===== config.mk =====
export PLATFORM = sky130hd
export DESIGN_NAME = d_branch_unit
export DESIGN_NICKNAME = d
export VERILOG_FILES = /design/src/rtl/d_branch_unit.sv
export SDC_FILE = /design/constraint.sdc
export NUM_CORES = 1
export LEC_CHECK = 0
export ABC_CLOCK_PERIOD_IN_PS = 4100
export BUFFER_PORTS_ARGS = -buffer_cell sky130_fd_sc_hd__buf_2
export CELL_PAD_IN_SITES_DETAIL_PLACEMENT = 0
export CELL_PAD_IN_SITES_GLOBAL_PLACEMENT = 1
export CORE_UTILIZATION = 40
export CTS_BUF_LIST = sky130_fd_sc_hd__clkbuf_2
export CTS_CLUSTER_SIZE = 8
export DETAILED_ROUTE_END_ITERATION = 12
export PLACE_DENSITY = 0.88
export SLEW_MARGIN = 20
export SYNTH_ARGS = -nofsm -noshare
export SYNTH_HDL_FRONTEND = slang
export SYNTH_SLANG_ARGS = --single-unit

===== constraint.sdc =====
create_clock -name clk -period 4.1 [get_ports clk]
set_input_delay 0 -clock clk [delete_from_list [all_inputs] [get_ports clk]]
set_output_delay 0 -clock clk [all_outputs]
set_load 0.01 [all_outputs]

===== src/rtl/d_branch_unit.sv =====
// D-stage branch resolver with a direct-mapped 2-bit saturating-counter
// predictor (async read for F) and saturating branch/mispredict statistics.

module d_branch_unit_ctr #(
  parameter logic [1:0] INIT_STATE = 2'b01
) (
  input  logic       clk,
  input  logic       reset,
  input  logic       we,
  input  logic       taken,
  output logic [1:0] ctr
);
  logic [1:0] ctr_q, ctr_d;

  always_comb begin
    ctr_d = ctr_q;
    if (we) begin
      if (taken && ctr_q != 2'b11)       ctr_d = ctr_q + 2'd1;
      else if (!taken && ctr_q != 2'b00) ctr_d = ctr_q - 2'd1;
    end
  end

  always_ff @(posedge clk or posedge reset) begin
    if (reset) ctr_q <= INIT_STATE;
    else       ctr_q <= ctr_d;
  end

  assign ctr = ctr_q;
endmodule

module d_branch_unit #(
  parameter int         DATA_W     = 32,
  parameter int         IDX_BITS   = 6,
  parameter int         CNT_W      = 16,
  parameter logic [1:0] INIT_STATE = 2'b01
) (
  input  logic              clk,
  input  logic              reset,
  input  logic [31:0]       f_pc,
  output logic              f_pred_taken,
  input  logic [31:0]       d_pc,
  input  logic              d_valid,
  input  logic              d_stall,
  input  logic [DATA_W-1:0] d_rs,
  input  logic [DATA_W-1:0] d_rt,
  input  logic [2:0]        d_op,
  input  logic              d_pred_taken,
  output logic              d_taken,
  output logic              d_mispredict,
  output logic [CNT_W-1:0]  branch_cnt,
  output logic [CNT_W-1:0]  mispred_cnt
);
  localparam int NUM_ENT = 1 << IDX_BITS;

  logic                           cond, is_op, is_br, upd;
  logic                           rs_neg, rs_zero;
  logic [IDX_BITS-1:0]            f_idx, d_idx;
  logic [NUM_ENT-1:0][1:0]        pht;
  logic [CNT_W-1:0]               branch_cnt_q, branch_cnt_d;
  logic [CNT_W-1:0]               mispred_cnt_q, mispred_cnt_d;

  assign rs_neg  = d_rs[DATA_W-1];
  assign rs_zero = (d_rs == '0);

  always_comb begin
    cond  = 1'b0;
    is_op = 1'b1;
    case (d_op)
      3'd1:    cond = (d_rs == d_rt);
      3'd2:    cond = (d_rs != d_rt);
      3'd3:    cond = rs_neg | rs_zero;
      3'd4:    cond = ~rs_neg & ~rs_zero;
      3'd5:    cond = rs_neg;
      3'd6:    cond = ~rs_neg;
      default: is_op = 1'b0;
    endcase
  end

  assign is_br        = d_valid & is_op;
  assign d_taken      = is_br & cond;
  assign d_mispredict = is_br & (d_taken != d_pred_taken);
  assign upd          = is_br & ~d_stall;

  assign f_idx = f_pc[IDX_BITS+1:2];
  assign d_idx = d_pc[IDX_BITS+1:2];

  // Read taps the flop outputs, so a same-index write shows up next cycle.
  generate
    for (genvar i = 0; i < NUM_ENT; i++) begin : g_ent
      d_branch_unit_ctr #(.INIT_STATE(INIT_STATE)) u_ctr (
        .clk   (clk),
        .reset (reset),
        .we    (upd && (d_idx == IDX_BITS'(i))),
        .taken (d_taken),
        .ctr   (pht[i])
      );
    end
  endgenerate

  assign f_pred_taken = pht[f_idx][1];

  always_comb begin
    branch_cnt_d  = branch_cnt_q;
    mispred_cnt_d = mispred_cnt_q;
    if (upd && !(&branch_cnt_q))                   branch_cnt_d  = branch_cnt_q + 1'b1;
    if (upd && d_mispredict && !(&mispred_cnt_q))  mispred_cnt_d = mispred_cnt_q + 1'b1;
  end

  always_ff @(posedge clk or posedge reset) begin
    if (reset) begin
      branch_cnt_q  <= '0;
      mispred_cnt_q <= '0;
    end else begin
      branch_cnt_q  <= branch_cnt_d;
      mispred_cnt_q <= mispred_cnt_d;
    end
  end

  assign branch_cnt  = branch_cnt_q;
  assign mispred_cnt = mispred_cnt_q;

  logic unused_pc_bits;
  assign unused_pc_bits = ^{f_pc[31:IDX_BITS+2], f_pc[1:0], d_pc[31:IDX_BITS+2], d_pc[1:0]};
endmodule


==> results of run 1 <==
## how the worst max path moves through the flow
stage | to | slack, ps | depth (start not counted)
3_3_place_gp | g_ent[19].u_ctr.ctr[1]$_DFFE_PP0P_ | 1150 | 9
5_1_grt | f_pred_taken | 1110 | 4
2_1_floorplan | mispred_cnt[1]$_DFFE_PP0P_ | 1780 | 8
4_1_cts | f_pred_taken | 1170 | 4
6_report | g_ent[7].u_ctr.ctr[1]$_DFFE_PP0P_ | 1140 | 9
3_5_place_dp | g_ent[19].u_ctr.ctr[1]$_DFFE_PP0P_ | 1170 | 9
## power by group through the flow
stage	registers (mW)	clock network, mW	logic, mW
after global routing	2.56	1.21	1.42
after floorplan	2.38	0	0.957
final	2.48	1.13	1.30
after global placement	2.48	0	1.24
after detailed placement	2.50	0	1.29
after CTS	2.47	1.15	1.31
## cell type report
class	count	share of cell area [%]
timing repair buffer	147	7.53
antenna	1	0.0213
multi-input combinational	867	49.2
clock inverter	11	1.83
sequential	160	34.7
clock buffer	21	0.894
tap	330	3.51
inverter	70	2.27
## cells in the mapped netlist, types with 38 or more instances
cell / number / share of area, %
nand2_1: 161 / 5.8
xor2_1: 38 / 3.2
nand3_1: 91 / 4.4
dfstp_2: 64 / 16
o311ai_2: 38 / 5.9
dfrtp_1: 96 / 23
inv_1: 70 / 2.5
o2111ai_1: 64 / 5.4
nor2_1: 103 / 3.7
o21ai_0: 59 / 2.8
and3_1: 44 / 2.6
a21oi_1: 42 / 2.0
## sequential cells by signal (all words and copies together), names as in the netlist
register / count
branch_cnt: 16
mispred_cnt: 16
g_ent.u_ctr.ctr: 128
## worst min-delay path: stages
cell and delay, ps:
buf_2 180, nand3_1 120, and4b_1 350, nand4_1 160, mux2i_1 70
## metal layers
metal  up-vias  wire length (microns)  global-route usage, %
li1       4519                      -                      -
met1      4593                  12700                   29.1
met2       333                  13400                   35.7
met3        31                   1740                   4.02
met4         0                    473                   6.14
met5         -                      0                      0
## what timing repair did
action	in CTS	in global routing
hold buffers	16	0
endpoints found under the setup margin	0	0
hold endpoints to repair	189	0
## cells by family (layout without fill, tap and decap cells)
family	after synthesis	count (layout)	synth area share, %
other	0	1	0
muxes	39	39	6.27
and+or+nand+nor	493	493	22.2
adders and majority gates	2	2	0.239
buffers and inverters	135	249	5.97
xor gates and xnor gates	62	62	5.19
AOI/OAI and AO/OA	271	271	21.1
DFF	160	160	39.0
==> flow_summary_export.csv, run 1 <==
group,metric,value,unit
detailed_routing,wl,28400,microns
sta,period_share,72.1,%
finish,fin_nets,1401,
floorplanning,ios,171,
sta,fin_ws,1140,ps
power,ir_drop,0.275,mV
synthesis,netlist-cell-type-count,53,
worst_setup_path,crit_chain,"dlygate4sd3_1, buf_2, nand4b_1, nor3_2, dlygate4sd3_1, nand2_1, dlygate4sd3_1, o311ai_2, dlygate4sd3_1",
worst_setup_path,rrSetupSlack,1410,ps
placement,io_buffers,118,
worst_setup_path,cp_top_family,"buffers and inverters",
detailed_routing,drtPass1Iterations,7,
synthesis,synth_area,0.0105,sq mm
sta,slew-limit-headroom,35.9,%
finish,multi_input_area,0.00579,sq mm
finish,fin_area,0.0118,sq mm
min_path,hold_end,"branch_cnt[12]$_DFFE_PP0P_",
global_route,antenna_found_initial,1,
worst_setup_path,max_stage_delay,820,ps
power,p_leak,4.63,nW
sta,finalHoldViolations,0,
placement,globalplace.congestion,0.801,
min_path,hold_path_class,"input pin to flip-flop",
clock_tree,clk_latency,740,ps
detailed_routing,vias_per_cell,5.90,
global_route,grt_pass1_wl,46100,microns
worst_setup_path,path_buf_inv,5,
floorplanning,num_rows,58,
synthesis,synth_ff_type,"dfrtp_1",
power,p_total,4.91,mW
detailed_routing,via_count,9476,
floorplanning,die_w,164,microns
synthesis,ys_ff_latch,160,
detailed_routing,drc,0,
worst_setup_path,startpoint_type,"input pin",
global_route,grt_usage,21.7,%
clock_tree,cts_max_level,4,
clock_tree,numCtsBuffers,17,
clock_tree,ctsResizeCount,0,
floorplanning,core_area,0.0254,sq mm
global_route,grt_max_degree,130,
clock_tree,root_buffer,"clkbuf_2",
placement,dpl_cell_area,0.0113,sq mm
worst_setup_path,required,4820,ps
finish,seq_area,0.00408,sq mm
worst_setup_path,path_class,"input pin to flip-flop",
power,power_frac_clock,23.0,%
placement,dp_slack,1170,ps
min_path,hold-path-cell-count,5,
power,power_switching,1.72,mW
worst_setup_path,critPathMostFrequentCell,"dlygate4sd3_1",
sta,clock_skew,28.4,ps
finish,layout_commonest_cell,"nand2_1",
floorplanning,die_area,0.0268,sq mm
run,drv_cap,0,
power,internal_power,3.19,mW
worst_setup_path,cp.arrival,3680,ps
synthesis,avgSynthCellArea,9.00,sq um
clock_tree,cts_setup_buffers,0,
worst_setup_path,worstPathMaxFanout,6,
detailed_routing,ant_nets,0,
sta,slew_violations,0,
worst_setup_path,crit_path_start,"d_stall",
synthesis,synthesis.nets,1300,
power,power_density,418,mW/mm^2
global_route,grt.overflow.total,0,
worst_setup_path,r2r_start,"mispred_cnt[5]$_DFFE_PP0P_",
global_route,grt_pass1_vias,8940,
synthesis,async_flop_share,100,%
worst_setup_path,endpoint_kind,"flip-flop",
finish,utilization,46.3,%
sta,fmax,338,MHz
floorplanning,start_util,41.2,%
min_path,min_from,"d_op[0]",
power,pwr-share-seq,50.6,%
synthesis,synthCells,1162,
sta,fin_tns_setup,0,ps
floorplanning,chipHeight,164,microns
sta,setup_viol,0,
finish,final_cell_mix,"nand2_1 (161), buf_2 (118), nor2_1 (103)",
worst_setup_path,reg2reg_depth,8,
finish,syn_to_final_growth,12.4,%
sta,rsz0062_at_grt,"false",
clock_tree,clk_pin_slew,270,ps
sta,fin_crit,2960,ps
worst_setup_path,timing.rr.end,"mispred_cnt[9]$_DFFE_PP0P_",
sta,whs,135,ps
finish,layoutNonFillerInstCount,1607,
finish,num-fill-cells,2439,
synthesis,ys_seq_area_share,39.0,%
sta,worst_pin_slew,959,ps
finish,layout-drive-gt1-share,23.0,%
status,status,"finished clean",
placement,place_inst,1558,
synthesis,yosys_warnings,0,
clock_tree,cts_tree,"built",
detailed_routing,wl_per_cell,17.7,microns
detailed_routing,drt-initial-drc-count,765,
synthesis,synth-edff-count,0,
power,power.share.combinational,26.5,%
clock_tree,clock_sinks,160,
clock_tree,clock_path_buffers,2,
worst_setup_path,critPathSlowestCell,"dlygate4sd3_1",
power,switching_share,35.1,%
placement,post-dp-hpwl,18900,microns
(Power assumes the default switching activity.)
==> run 2: changes to the inputs <==
ABC_CLOCK_PERIOD_IN_PS = 2900   (was 4100)
CORE_UTILIZATION = 45   (was 40)
PLACE_DENSITY = 0.93   (was 0.88)
clock period = 2.9 ns   (was 4.1 ns; I/O delays follow)
==> run 2 against run 1 <==
Effect of this change: the run now ends with negative setup slack left; total power is 42% higher; cell area up 3.0%; combinational power grew 57%; non-clock buffer count is 45 higher; highest routed layer is now met5.
==> flow_summary_export.csv, run 2 (synthesized netlist as in run 1, its figures left out) <==
group,metric,value,unit
floorplanning,die_w,154,microns
floorplanning,start_util,46.1,%
global_route,grt.overflow.total,0,
power,p_leak,4.84,nW
detailed_routing,vias_per_cell,6.09,
placement,globalplace.congestion,0.842,
sta,slew-limit-headroom,40.3,%
floorplanning,num_rows,55,
sta,fin_crit,2930,ps
placement,dpl_cell_area,0.0114,sq mm
power,power.share.combinational,29.2,%
worst_setup_path,crit_chain,"mux4_2, mux4_2, mux4_2, buf_6",
sta,worst_pin_slew,893,ps
status,status,"finished, violations left",
finish,seq_area,0.00409,sq mm
finish,num-fill-cells,2097,
power,switching_share,37.1,%
floorplanning,core_area,0.0227,sq mm
clock_tree,clock_sinks,160,
detailed_routing,ant_nets,0,
worst_setup_path,worstPathMaxFanout,5,
global_route,grt_pass1_vias,9522,
global_route,antenna_found_initial,2,
power,pwr-share-seq,49.8,%
sta,slew_violations,0,
power,power_switching,2.59,mW
sta,clock_skew,34.7,ps
finish,fin_nets,1446,
detailed_routing,wl,29300,microns
finish,multi_input_area,0.00579,sq mm
worst_setup_path,cp_top_family,"multiplexers",
power,internal_power,4.40,mW
run,drv_cap,0,
clock_tree,root_buffer,"clkbuf_2",
power,power_frac_clock,21.0,%
finish,largest_reg_flops,128,
sta,setup_viol,1,
worst_setup_path,path_class,"flip-flop to output pin",
clock_tree,numCtsBuffers,17,
detailed_routing,via_count,9784,
worst_setup_path,cp.arrival,2930,ps
detailed_routing,wl_per_cell,18.2,microns
sta,rsz0062_at_grt,"true",
finish,layoutNonFillerInstCount,1607,
worst_setup_path,critPathMostFrequentCell,"mux4_2",
sta,fmax,341,MHz
worst_setup_path,endpoint_kind,"output pin",
power,ir_drop,0.322,mV
status,violations,"negative setup slack",
finish,layout-drive-gt1-share,23.9,%
finish,fin_area,0.0121,sq mm
worst_setup_path,critPathSlowestCell,"mux4_2",
clock_tree,cts_max_level,4,
sta,finalHoldViolations,0,
worst_setup_path,path_buf_inv,1,
floorplanning,chipHeight,154,microns
floorplanning,die_area,0.0239,sq mm
clock_tree,clock_path_buffers,2,
detailed_routing,drt-initial-drc-count,819,
power,power_density,577,mW/mm^2
worst_setup_path,required,2900,ps
sta,whs,35.4,ps
detailed_routing,drc,0,
worst_setup_path,startpoint_type,"flip-flop",
finish,syn_to_final_growth,15.7,%
global_route,grt_pass1_wl,48000,microns
placement,post-dp-hpwl,19500,microns
worst_setup_path,max_stage_delay,530,ps
detailed_routing,drtPass1Iterations,5,
clock_tree,clk_latency,800,ps
finish,final_cell_mix,"nand2_1 (161), buf_2 (117), nor2_1 (103)",
clock_tree,clk_pin_slew,270,ps
clock_tree,cts_tree,"built",
min_path,hold_path_class,"input pin to flip-flop",
floorplanning,ios,171,
placement,place_inst,1525,
sta,fin_ws,-29.0,ps
finish,layout_commonest_cell,"nand2_1",
global_route,grt_usage,25.3,%
sta,period_share,101,%
global_route,grt_max_degree,82,
placement,io_buffers,118,
-- run 2: cell count changes in the layout (fill, tap and decap cells not counted), moves of 3 or more --
cell and delta:
inv_6 +9, clkbuf_2 -4, dlygate4sd3_1 +25, buf_12 +3, bufinv_16 -3, buf_4 +17
-- run 2: path summary, 6_finish.rpt --
path,startpoint,to,slack (ps),depth (start not counted)
setup / recovery,g_ent[52].u_ctr.ctr[1]$_DFFE_PP0P_,f_pred_taken,-30,4
min in group asynchronous,reset,g_ent[1].u_ctr.ctr[1]$_DFFE_PP0P_,460,4
max in group asynchronous,reset,g_ent[23].u_ctr.ctr[0]$_DFFE_PP1P_,1500,5
setup reg to reg,mispred_cnt[8]$_DFFE_PP0P_,mispred_cnt[10]$_DFFE_PP0P_,260,8
hold / removal,d_op[1],g_ent[54].u_ctr.ctr[0]$_DFFE_PP1P_,40,6
hold reg to reg,branch_cnt[5]$_DFFE_PP0P_,branch_cnt[5]$_DFFE_PP0P_,510,1
-- run 2: power by group through the flow --
stage	clock, mW	sequential [mW]	combinational (mW)
global route	1.59	3.58	2.23
global placement	0	3.50	1.77
finish	1.47	3.48	2.04
CTS	1.49	3.46	2.02
floorplan	0	3.36	1.35
detailed placement	0	3.53	1.85
-- run 2: repair_timing --
| item | 4_1_cts | 5_1_grt |
|---|---|---|
| endpoints found under the hold margin | 258 | 0 |
| setup buffers | 8 | 0 |
| hold buffers | 43 | 0 |
| pin swaps | 0 | 0 |
| endpoints found under the setup margin | 1 | 6 |
| gates resized for setup | 0 | 3 |
-- run 2: worst register-to-register path, stage by stage, from the launching register on --
cell	delay, ps
dfrtp_1	530
and4_1	310
and4_1	280
nand4_1	220
o31ai_4	480
buf_4	330
nor4_1	80
mux2i_1	200
xnor2_1	150
-- run 2: metrics by stage --
| stage | TNS [ps] | setup slack, ps | utilization [%] | total power [mW] |
|---|---|---|---|---|
| after floorplan | 0 | 582 | - | 4.71 |
| after global placement | 0 | 373 | 50.0 | 5.27 |
| after detailed placement | 0 | 328 | 50.0 | 5.38 |
| after CTS | -45.1 | -45.1 | 53.4 | 6.97 |
| after global routing | -141 | -141 | 53.3 | 7.40 |
| final | -29.0 | -29.0 | 53.3 | 6.99 |
-- run 2: layout make-up --
| cell class | instances | area share, % |
|---|---|---|
| flip-flops and latches | 160 | 33.7 |
| multi-input cells | 867 | 47.8 |
| clock buffers | 17 | 0.702 |
| well taps | 285 | 2.94 |
| clock inverters | 15 | 1.60 |
| repair buffers | 192 | 11.0 |
| diodes | 1 | 0.0207 |
| inverters | 70 | 2.20 |
-- run 2: metal layers --
metal | track usage (%) | vias up | share of wire [%] | routed length (microns)
li1 | - | 4609 | - | -
met1 | 33.3 | 4743 | 42 | 12400
met2 | 42.5 | 385 | 49 | 14200
met3 | 5.18 | 45 | 7.5 | 2190
met4 | 6.27 | 2 | 1.6 | 476
met5 | 0 | - | 0.044 | 13
==> run 3: changes to the inputs <==
--- a/constraint.sdc
+++ b/constraint.sdc
@@ -3,2 +3,2 @@
 set_output_delay 0 -clock clk [all_outputs]
-set_load 0.01 [all_outputs]
+set_load 0.1 [all_outputs]
==> run 3 against run 2 <==
Effect of this change: the flow finishes with violations (negative hold slack, negative setup slack); maximum frequency is 0.68% lower; combinational power grew 37%; final cell count up 0.50%; die area unchanged; total power grew 8.3%; clock skew rose by 1.8 ps; critical path type is now input pin to flip-flop; via count shrank 0.61%; global-route usage down 0.71 points; setup slack got worse by 20 ps; non-clock buffer count up 7; count of clock-buffer cells in the layout is 2 higher; sequential share of layout area shrank 0.16 points.
==> flow_summary_export.csv, run 3 (synthesized netlist as in run 1, its figures left out) <==
group,metric,value,unit
worst_setup_path,endpoint_kind,"flip-flop",
worst_setup_path,timing.rr.end,"mispred_cnt[13]$_DFFE_PP0P_",
clock_tree,clock_path_buffers,2,
min_path,hold_path_class,"input pin to asynchronous set/reset pin",
floorplanning,start_util,46.1,%
worst_setup_path,required,3600,ps
clock_tree,numCtsBuffers,17,
finish,final_cell_mix,"nand2_1 (161), buf_2 (113), nor2_1 (103)",
placement,place_inst,1518,
floorplanning,die_w,154,microns
finish,syn_to_final_growth,16.4,%
sta,fin_crit,2950,ps
worst_setup_path,path_class,"input pin to flip-flop",
detailed_routing,drt-initial-drc-count,755,
power,p_leak,4.85,nW
power,power_density,621,mW/mm^2
detailed_routing,drtPass1Iterations,7,
floorplanning,num_rows,55,
clock_tree,clock_sinks,160,
floorplanning,ios,171,
global_route,grt.overflow.total,0,
worst_setup_path,r2r_start,"mispred_cnt[6]$_DFFE_PP0P_",
worst_setup_path,cp.arrival,3650,ps
detailed_routing,via_count,9724,
global_route,grt_pass1_vias,9284,
status,status,"finished, violations left",
power,ir_drop,0.708,mV
finish,layout_commonest_cell,"nand2_1",
run,drv_cap,0,
clock_tree,root_buffer,"clkbuf_2",
global_route,antenna_found_initial,3,
sta,fmax,339,MHz
finish,num-fill-cells,2080,
floorplanning,core_area,0.0227,sq mm
clock_tree,clk_pin_slew,250,ps
placement,post-dp-hpwl,18500,microns
placement,io_buffers,118,
sta,rsz0062_at_grt,"true",
sta,worst_pin_slew,918,ps
global_route,grt_max_degree,161,
clock_tree,clk_latency,760,ps
sta,clock_skew,36.5,ps
finish,fin_nets,1453,
detailed_routing,wl,28800,microns
worst_setup_path,crit_path_end,"g_ent[51].u_ctr.ctr[0]$_DFFE_PP1P_",
floorplanning,chipHeight,154,microns
status,violations,"negative hold slack, negative setup slack",
finish,layoutNonFillerInstCount,1615,
detailed_routing,ant_nets,0,
finish,largest_reg_flops,128,
worst_setup_path,crit_path_start,"d_pc[5]",
detailed_routing,wl_per_cell,17.8,microns
worst_setup_path,rrSetupSlack,490,ps
detailed_routing,vias_per_cell,6.02,
global_route,grt_usage,24.6,%
clock_tree,cts_max_level,4,
sta,whs,-6.82,ps
sta,finalHoldViolations,3,
placement,globalplace.congestion,0.840,
sta,slew_violations,0,
global_route,grt_pass1_wl,46700,microns
worst_setup_path,reg2reg_depth,8,
sta,fin_ws,-49.0,ps
floorplanning,die_area,0.0239,sq mm
sta,slew-limit-headroom,38.8,%
worst_setup_path,worstPathMaxFanout,10,
worst_setup_path,startpoint_type,"input pin",
finish,layout-drive-gt1-share,24.8,%
sta,fin_tns_setup,-63.6,ps
sta,setup_viol,2,
clock_tree,cts_tree,"built",
detailed_routing,drc,0,
sta,period_share,102,%
==> run 3: changes by cell type in the layout (fill, tap and decap cells not counted), moves of 2 or more <==
cell,delta
buf_12,+2
buf_2,-4
buf_4,+13
clkbuf_2,+2
clkbuf_4,+2
clkinv_1,+2
clkinvlp_4,+4
dfrtp_1,-3
dfrtp_2,+3
dlygate4sd3_1,-6
inv_6,-7
==> run 3: layout make-up <==
| class | count | area, sq um | area share (%) |
|---|---|---|---|
| multi-input cells | 867 | 5800 | 47.6 |
| flip-flops and latches | 160 | 4090 | 33.6 |
| repair buffers | 199 | 1400 | 11.5 |
| well taps | 285 | 357 | 2.93 |
| inverters | 70 | 267 | 2.19 |
| clock inverters | 13 | 163 | 1.34 |
| clock buffers | 19 | 95.1 | 0.781 |
| diodes | 2 | 5.00 | 0.0411 |
==> run 3: worst min-delay path by stage <==
| stage | from | endpoint | slack (ps) | cells past startpoint |
|---|---|---|---|---|
| 2_1_floorplan | d_pc[6] | g_ent[33].u_ctr.ctr[1]$_DFFE_PP0P_ | 270 | 3 |
| 3_3_place_gp | reset | g_ent[50].u_ctr.ctr[1]$_DFFE_PP0P_ | 340 | 3 |
| 3_5_place_dp | reset | g_ent[32].u_ctr.ctr[1]$_DFFE_PP0P_ | 340 | 3 |
| 4_1_cts | reset | g_ent[32].u_ctr.ctr[1]$_DFFE_PP0P_ | 5 | 4 |
| 5_1_grt | reset | g_ent[48].u_ctr.ctr[1]$_DFFE_PP0P_ | 20 | 4 |
| 6_report | reset | g_ent[32].u_ctr.ctr[1]$_DFFE_PP0P_ | -7 | 4 |
==> run 3: timing repair <==
action | CTS | global route
endpoints found under the hold margin | 305 | 2
endpoints found under the setup margin | 1 | 2
buffers inserted | 19 | 9
hold buffers | 34 | 2
pin swaps | 0 | 0
gates resized for setup | 2 | 2
==> run 3: power by group <==
part           total, mW  leakage, nW  internal, mW  switching, mW
logic               2.80         2.86          1.18           1.62
registers           3.42         1.85          2.83          0.586
clock network       1.35        0.142         0.488          0.862
==> run 3: per-layer routing <==
layer  vias up  wire (microns)  track usage, %  share of wire [%]
met5         -              17               0              0.059
met4         2             590            8.11                2.0
li1       4620               -               -                  -
met3        46            1900            4.88                6.6
met2       355           13900            41.3                 48
met1      4701           12400            31.7                 43
==> run 3: metrics by stage <==
stage	power (mW)	cell area [sq um]	setup slack, ps	util, %	hold slack [ps]
after floorplan	5.24	10500	125	-	266
after global placement	5.80	11300	429	50.0	339
after detailed placement	5.91	11300	336	50.0	340
after CTS	7.48	12100	-69.6	53.2	5.39
after global routing	7.98	12200	-130	53.6	23.8
final	7.57	12200	-49.0	53.6	-6.82
==> run 3: critical path, cell delays in order <==
cell           delay [ps]
buf_2                 180
nor2_1                140
dlygate4sd3_1         600
nand3_1               110
dlygate4sd3_1         630
nor2_1                130
dlygate4sd3_1         570
o2111ai_1              90
dlygate4sd3_1         590
nand2_1                70
dlygate4sd3_1         550
